### src/rtl/rsa_keygen_core.sv
// rsa_keygen_core: derives an RSA key (N, e, d) from caller-supplied primes.
// N = p*q and phi = (p-1)*(q-1) come from a pair of shift-add multipliers
// running side by side. d = e^-1 mod phi comes from an iterative extended
// Euclid, using one restoring divider that produces one quotient bit per cycle.
//
// Handshake: start is a one-cycle request that is accepted only in IDLE or DONE.
// In those states p, q and e_in are latched and done drops on the next cycle.
// start is ignored while busy is high. busy is high from the cycle after
// acceptance until done rises. done is a level that is held until the next
// accepted start, and err, N, e and d are valid whenever done is high.
module rsa_keygen_core #(
  parameter int WORD_WIDTH = 32
) (
  input  logic                    clk,
  input  logic                    rst,
  input  logic                    start,
  input  logic [WORD_WIDTH/2-1:0] p,
  input  logic [WORD_WIDTH/2-1:0] q,
  input  logic [WORD_WIDTH-1:0]   e_in,
  output logic                    busy,
  output logic                    done,
  output logic                    err,
  output logic [WORD_WIDTH-1:0]   N,
  output logic [WORD_WIDTH-1:0]   e,
  output logic [WORD_WIDTH-1:0]   d
);

  localparam int W  = WORD_WIDTH;
  localparam int H  = WORD_WIDTH / 2;
  localparam int TW = WORD_WIDTH + 2;
  localparam int CW = $clog2(WORD_WIDTH + 1);

  localparam logic [H-1:0]         ONE_H    = H'(1);
  localparam logic [H-1:0]         TWO_H    = H'(2);
  localparam logic [W-1:0]         ONE_W    = W'(1);
  localparam logic [CW-1:0]        CNT_ONE  = CW'(1);
  localparam logic [CW-1:0]        MUL_LAST = CW'(H - 1);
  localparam logic [CW-1:0]        DIV_LAST = CW'(W - 1);
  localparam logic signed [TW-1:0] T_ONE    = TW'(1);

  typedef enum logic [2:0] {
    S_IDLE,
    S_CHECK_IN,
    S_MUL,
    S_CHECK_E,
    S_DIV,
    S_UPD,
    S_FIX,
    S_DONE
  } state_t;

  state_t state_q;
  state_t state_d;

  // Latched request
  logic [H-1:0] p_r;
  logic [H-1:0] q_r;
  logic [W-1:0] e_r;

  // Twin shift-add multipliers: *_n builds p*q and *_phi builds (p-1)*(q-1)
  logic [W-1:0] mcand_n;
  logic [W-1:0] mcand_phi;
  logic [H-1:0] mplier_n;
  logic [H-1:0] mplier_phi;
  logic [W-1:0] acc_n;
  logic [W-1:0] acc_phi;

  // Shared step counter for the multiply and divide phases
  logic [CW-1:0] cnt;

  // Euclid remainders and Bezout coefficients
  logic [W-1:0]           r0;
  logic [W-1:0]           r1;
  logic signed [TW-1:0]   t0;
  logic signed [TW-1:0]   t1;

  // Restoring divider: div_q starts as the dividend and ends as the quotient
  logic [W-1:0] div_q;
  logic [W-1:0] div_rem;

  // Combinational helpers
  logic                  chk_in_bad;
  logic                  chk_e_bad;
  logic [W:0]            div_shift;
  logic [W:0]            div_diff;
  logic                  div_ge;
  logic signed [TW-1:0]  quo_s;
  logic signed [TW-1:0]  quo_t1;
  logic signed [TW-1:0]  t_new;
  logic [W-1:0]          d_fix;

  // Input checks, one divider step, the Bezout update and the final fix-up of d
  always_comb begin
    chk_in_bad = (p_r < TWO_H) || (q_r < TWO_H);
    chk_e_bad  = (e_r <= ONE_W) || (e_r >= acc_phi);
    div_shift  = {div_rem, div_q[W-1]};
    div_diff   = div_shift - {1'b0, r1};
    div_ge     = ~div_diff[W];
    quo_s      = signed'({2'b00, div_q});
    quo_t1     = quo_s * t1;
    t_new      = t0 - quo_t1;
    // A negative t0 only needs phi added, and the sum lands in [1, phi-1]
    d_fix      = t0[TW-1] ? (t0[W-1:0] + acc_phi) : t0[W-1:0];
  end

  // State register
  always_ff @(posedge clk) begin
    if (rst) state_q <= S_IDLE;
    else     state_q <= state_d;
  end

  // Next-state logic; busy and done are decoded directly from the state
  always_comb begin
    state_d = state_q;
    busy    = 1'b0;
    done    = 1'b0;
    case (state_q)
      S_IDLE: begin
        if (start) state_d = S_CHECK_IN;
      end
      S_CHECK_IN: begin
        busy    = 1'b1;
        state_d = chk_in_bad ? S_DONE : S_MUL;
      end
      S_MUL: begin
        busy = 1'b1;
        if (cnt == MUL_LAST) state_d = S_CHECK_E;
      end
      S_CHECK_E: begin
        busy    = 1'b1;
        state_d = chk_e_bad ? S_DONE : S_DIV;
      end
      S_DIV: begin
        busy = 1'b1;
        if (cnt == DIV_LAST) state_d = S_UPD;
      end
      S_UPD: begin
        busy    = 1'b1;
        state_d = (div_rem == '0) ? S_FIX : S_DIV;
      end
      S_FIX: begin
        busy    = 1'b1;
        state_d = S_DONE;
      end
      S_DONE: begin
        done = 1'b1;
        if (start) state_d = S_CHECK_IN;
      end
      default: state_d = S_IDLE;
    endcase
  end

  // Datapath: each state advances its own slice of the computation
  always_ff @(posedge clk) begin
    if (rst) begin
      p_r        <= '0;
      q_r        <= '0;
      e_r        <= '0;
      mcand_n    <= '0;
      mcand_phi  <= '0;
      mplier_n   <= '0;
      mplier_phi <= '0;
      acc_n      <= '0;
      acc_phi    <= '0;
      cnt        <= '0;
      r0         <= '0;
      r1         <= '0;
      t0         <= '0;
      t1         <= '0;
      div_q      <= '0;
      div_rem    <= '0;
      err        <= 1'b0;
      N          <= '0;
      e          <= '0;
      d          <= '0;
    end else begin
      case (state_q)
        S_IDLE, S_DONE: begin
          if (start) begin
            p_r <= p;
            q_r <= q;
            e_r <= e_in;
            err <= 1'b0;
          end
        end
        S_CHECK_IN: begin
          if (chk_in_bad) begin
            // Nothing has been multiplied yet, so there is no modulus to report
            N   <= '0;
            e   <= e_r;
            d   <= '0;
            err <= 1'b1;
          end else begin
            mcand_n    <= {{H{1'b0}}, p_r};
            mcand_phi  <= {{H{1'b0}}, p_r - ONE_H};
            mplier_n   <= q_r;
            mplier_phi <= q_r - ONE_H;
            acc_n      <= '0;
            acc_phi    <= '0;
            cnt        <= '0;
          end
        end
        S_MUL: begin
          if (mplier_n[0])   acc_n   <= acc_n + mcand_n;
          if (mplier_phi[0]) acc_phi <= acc_phi + mcand_phi;
          mcand_n    <= mcand_n << 1;
          mcand_phi  <= mcand_phi << 1;
          mplier_n   <= mplier_n >> 1;
          mplier_phi <= mplier_phi >> 1;
          cnt        <= cnt + CNT_ONE;
        end
        S_CHECK_E: begin
          if (chk_e_bad) begin
            N   <= acc_n;
            e   <= e_r;
            d   <= '0;
            err <= 1'b1;
          end else begin
            r0      <= acc_phi;
            r1      <= e_r;
            t0      <= '0;
            t1      <= T_ONE;
            div_q   <= acc_phi;
            div_rem <= '0;
            cnt     <= '0;
          end
        end
        S_DIV: begin
          div_q   <= {div_q[W-2:0], div_ge};
          div_rem <= div_ge ? div_diff[W-1:0] : div_shift[W-1:0];
          cnt     <= cnt + CNT_ONE;
        end
        S_UPD: begin
          r0      <= r1;
          r1      <= div_rem;
          t0      <= t1;
          t1      <= t_new;
          // The next division is old r1 divided by the remainder just found
          div_q   <= r1;
          div_rem <= '0;
          cnt     <= '0;
        end
        S_FIX: begin
          N <= acc_n;
          e <= e_r;
          if (r0 != ONE_W) begin
            d   <= '0;
            err <= 1'b1;
          end else begin
            d   <= d_fix;
            err <= 1'b0;
          end
        end
        default: ;
      endcase
    end
  end

endmodule

### config.mk
export PLATFORM = sky130hd
export DESIGN_NAME = rsa_keygen_core
export DESIGN_NICKNAME = d
export VERILOG_FILES = /design/src/rtl/rsa_keygen_core.sv
export SDC_FILE = /design/constraint.sdc
export NUM_CORES = 2
export LEC_CHECK = 0
export CAP_MARGIN = 40
export CORE_ASPECT_RATIO = 2
export CORE_UTILIZATION = 30
export DETAILED_ROUTE_END_ITERATION = 10
export PLACE_DENSITY_LB_ADDON = 0.3
export REMOVE_ABC_BUFFERS = 1
export SLEW_MARGIN = 15
export SYNTH_ARGS = -nofsm -noshare
export SYNTH_HDL_FRONTEND = slang
export SYNTH_SLANG_ARGS = --single-unit
### constraint.sdc
create_clock -name clk -period 7.55 [get_ports clk]
set_input_delay 0.755 -clock clk [delete_from_list [all_inputs] [get_ports clk]]
set_output_delay 0.755 -clock clk [all_outputs]
set_load 0.02 [all_outputs]
== Yosys cells after proc, flatten, opt, wreduce, memory -nomap -nowiden ==
Cells that the tools add are included.

* Reductions and logical operators: 23
* Muxes and demuxes: 52
* Add/subtract/negate cells: 8
* Equality and inequality tests: 19
* Magnitude comparators: 4
* Bitwise gates (word level): 1
* $mul: 1

{| class="wikitable"
|+ Operator list
! cell !! count
|-
| 32-bit two-way mux || 16
|-
| 32-bit case mux with 3 select lines || 5
|-
| 32-bit case mux with 2 select lines || 6
|-
| 34-bit case mux with 2 select lines || 2
|-
| 32-bit adder || 3
|-
| 34-bit two-way mux || 2
|-
| 16-bit case mux with 2 select lines || 2
|-
| 33-bit by 34-bit multiplier with 34-bit output || 1
|-
| 34-bit subtractor || 1
|-
| 33-bit by 32-bit subtractor with 33-bit output || 1
|-
| 32-bit >= comparator || 1
|-
| 32-bit by 1-bit less-or-equal comparator with 1-bit output, second input constant || 1
|-
| 32-bit logical NOT || 1
|-
| 16-bit by 2-bit < comparator with 1-bit output, second input constant || 2
|-
| 16-bit two-way mux || 2
|-
| 32-bit by 1-bit != test with 1-bit output, second input constant || 1
|-
| 16-bit by 1-bit subtractor with 16-bit output, second input constant || 2
|-
| 6-bit case mux with 4 select lines || 1
|-
| 3-bit case mux with 7 select lines || 1
|-
| 2-bit != test, second input constant || 8
|-
| 3-bit AND reduction || 5
|-
| 3-bit == test, second input constant || 4
|-
| 3-bit two-way mux || 4
|-
| 6-bit two-way mux || 2
|-
| other kinds (19) || 34
|}

* Input bits: 67
* Flip-flop bits (word level): 526

== Logic depth before layout (Yosys ltp) ==
* Depth in word-level cells: 4
* Gate-level depth with buffers: 29
* Depth with buffers taken out: 27

== Worst setup path before layout ==
No wires, ideal clock.

* Path type: reg2reg
* Start: register div_q[1]
* End: register t1[33]
* Required time: 7.422 ns
* Path buffers: 2
* Path slack: 0.457 ns
* Cell stages (with the launch flop): 28
* Data arrival time: 6.966 ns
* Setup time: 0.128 ns
* Path through: dfxtp_1 clkbuf_1 clkbuf_1 nand2_1 fa_1 inv_1 fa_1 inv_1 fa_1 inv_1 fa_1 ha_1 ha_1 inv_1 fa_1 inv_1 fa_1 inv_1 ha_1 a21o_1 a21o_1 a2111oi_0 nor3b_1 a31oi_1 o311ai_0 a31o_2 a32oi_1 nor2_1

* Word-level cells in the longest chain between the ends: 3

{| class="wikitable"
|+ RTL lines
! item !! RTL line !! RTL
|-
| start: declaration || 78 || <nowiki>logic [W-1:0] div_q;</nowiki>
|-
| start signal: assignment || 223 || <nowiki>div_q <= acc_phi;</nowiki>
|-
| start signal: assignment || 229 || <nowiki>div_q <= {div_q[W-2:0], div_ge};</nowiki>
|-
| start signal: assignment || 239 || <nowiki>div_q <= r1;</nowiki>
|-
| 33-bit by 34-bit multiplier with 34-bit output || 100 || <nowiki>quo_t1 = quo_s * t1;</nowiki>
|-
| 34-bit subtractor || 101 || <nowiki>t_new = t0 - quo_t1;</nowiki>
|-
| 34-bit case mux with 2 select lines || 177 || <nowiki>case (state_q)</nowiki>
|-
| end signal: assignment || 237 || <nowiki>t1 <= t_new;</nowiki>
|-
| end: declaration || 75 || <nowiki>logic signed [TW-1:0] t1;</nowiki>
|}

Every way passes these cells.
A chain may end at the register's enable or synchronous reset.

== Worst setup path in the final report ==
* Start: register t1[13]
* End: register t1[31]

* Word-level cells in the longest chain between the ends: 3

{| class="wikitable"
|+ RTL lines
! item !! RTL line
|-
| 33-bit by 34-bit multiplier with 34-bit output || 100
|-
| 34-bit subtractor || 101
|-
| 34-bit case mux with 2 select lines || 177
|}

Every way passes these cells.

==> impl_metrics.toml <==
[outcome]
status = "completed"

[setup_path]
endpoint_kind = "register"
critPathRequiredTime_ps = 8070
start_kind = "register"
cp_slowest_stage_delay_ps = 540
crit_arrival_ps = 7810
cp_common_cell = "fa_1"
cp_max_fo = 7
critPathTopFamily = "adder cells"
cp_slowest_cell = "fa_1"
critical_path_buf_inv_count = 10
worstSetupPathType = "reg -> reg"

[timing]
max_freq_ghz = 0.137
worst_hold_slack_ps = 423
rsz0062_at_grt = "false"
finalMaxSlewViolations = 0
post-route-min-period_ps = 7290
fin_ws_ps = 264
fin_skew_ps = 52.7
finalHoldViolations = 0
setup_violations = 0
relSlewSlack_pct = 23.2
max_slew.worst_pin.slew_ps = 1150
final.period_utilization_pct = 96.5

[place]
placed_cells_incl_taps = 7833
hpwlAfterDp_um = 137000
gp_congestion = 0.974
port_buffers = 165
place_ws_ps = 69.0

[pwr]
total_power_mw = 10.6
power_leakage_nw = 22.5
power.density_mw_per_mm2 = 196
vdd_drop_max_mv = 0.259

[floorplan]
die_h_um = 564
core_area_sq_mm = 0.156
die_x_um = 283
initial_core_util_pct = 30.3
rows = 205
ioPinCount = 166
die_area_sq_mm = 0.160

[yosys]
async_reset_ff_share_pct = 0
synth_top_area_cell = "dfxtp_1"
yosysWarnings = 0
synthTopCellsByArea = "dfxtp_1, fa_1, ha_1"
seq_area_frac_synth_pct = 22.2
yosys_register_bits = 526
ys.flop_type = "dfxtp_1"
synth_area_per_cell_sq_um = 8.25
ys_types = 80
synth_top_area_share_pct = 22.2
netlist_area_sq_mm = 0.0474
synth-edff-count = 0
netlist_instances = 5742

[drt]
drtIter0Drc = 2032
drc = 0
drtPass1Iterations = 8
drt_wl_total_um = 176000
dr_total_vias = 41400
post_drt_via_cell_ratio = 5.22
postRouteAntennaNets = 0
wl_per_cell_um = 22.2

[cells_and_area]
layout_commonest_cell = "nand2_1"
fillers = 16600
layout-drive-gt1-share_pct = 7.08
stdcell_count = 7937
layout.nets = 6718
seq_area_sq_mm = 0.0105
multi_input_area_sq_mm = 0.0331
area_growth_pct = 14.4
mostFrequentLayoutCells = "nand2_1, inv_1, dfxtp_1"

[grt]
grt_pass1_wl_um = 265000
first_global_vias = 43900
grt_max_degree = 182
grt_usage_pct = 21.8
grt_overflow_total = 0
antenna_found_initial = 4

[run]
maxCapViolations = 0

[clocking]
cts_resized = 0
cts_inserted_buffers = 53
cts_tree = "done"
clock_path_buffers = 3
clock-root-buffer = "clkbuf_16"
ctsHoldBuffers = 0
cts.sink_count = 526
htree_levels = 2
clk_pin_slew_ps = 70
clock_latency_ps = 700
postCtsSetupRepairBufs = 0

[worst_hold_path]
hold_class = "in -> reg"
## cell type report
class	count	area share, %
multi-input combinational	4196	61.1
sequential	526	19.4
timing repair buffer	366	6.44
tap	2070	4.78
inverter	679	4.70
clock buffer	66	2.69
clock inverter	32	0.813
antenna	2	0.00924
## cell families (layout without fill, tap and decap cells)
kind of cell | after synthesis | count (layout) | share of synthesized area, %
flops | 526 | 526 | 22.2
simple gates | 2003 | 2003 | 19.1
compound gates | 1063 | 1063 | 14.5
other cells | 0 | 2 | 0
xor+xnor | 192 | 192 | 3.61
buf+inv | 1020 | 1143 | 8.22
fa+ha+maj | 829 | 829 | 29.9
mux | 109 | 109 | 2.39
## layer usage
metal  global-route usage, %  routed length [um]  up-vias  share of wire [%]
met4                    17.6               15900        0                9.1
met5                       0                   0        -                  0
met1                    21.5               60800    20400                 35
met2                    41.3               92400     1301                 53
met3                    2.14                6800      578                3.9
li1                        -                   -    19100                  -
## path summary, 6_finish.rpt
check | from | end | slack (ps) | cells past startpoint
hold reg to reg | mplier_phi[7] | mplier_phi[6] | 450 | 2
setup reg to reg | t1[13] | t1[31] | 260 | 29
setup / recovery | t1[13] | t1[31] | 260 | 29
hold / removal | rst | e[27] | 420 | 2
## cell usage after synthesis, types with 12 or more instances
cell      count
a311oi_1     25
nor2_1      255
inv_1       679
a31oi_1      56
o21ai_0     113
and3_1       24
a211oi_1     27
buf_1        20
and2_1      250
a21o_1       69
o221ai_1     12
mux2_2       33
nand2b_1     27
nor4_1       43
o21a_1       28
o22ai_1      14
nor2b_1      13
ha_1        324
o211ai_1     48
clkbuf_1    295
nor3_1       62
a21oi_1     431
dfxtp_1     526
a22oi_1      93
mux2i_1      76
nand4_1      54
fa_1        505
buf_2        19
a211o_1      12
nand2_1    1029
xnor2_1     130
nand3_1     182
xor2_1       60
o211ai_2     30
or3_1        23
## flip-flops by register name (all words and copies together) (netlist names)
signal	count
t0	34
t1	34
N	32
acc_n	32
acc_phi	32
d	32
div_q	32
div_rem	32
e	32
e_r	32
mcand_n	32
mcand_phi	32
r0	32
r1	32
mplier_n	16
mplier_phi	16
p_r	16
q_r	16
cnt	6
state_q	3
err	1
## report_power, final
part           total (mW)  switching [mW]  internal [mW]
sequential           3.41           0.382           3.03
combinational        4.26            2.82           1.44
clock                2.94            1.34           1.60
## metrics by stage
step / utilization, % / setup TNS (ps) / area, sq um
CTS: 34.5 / 0 / 54000
floorplan: - / -58330 / 46000
detailed placement: 33.3 / 0 / 52100
global route: 34.6 / 0 / 54200
global placement: 33.3 / 0 / 52100
finish: 34.6 / 0 / 54200
No activity file was read; power rests on OpenSTA's default activity.
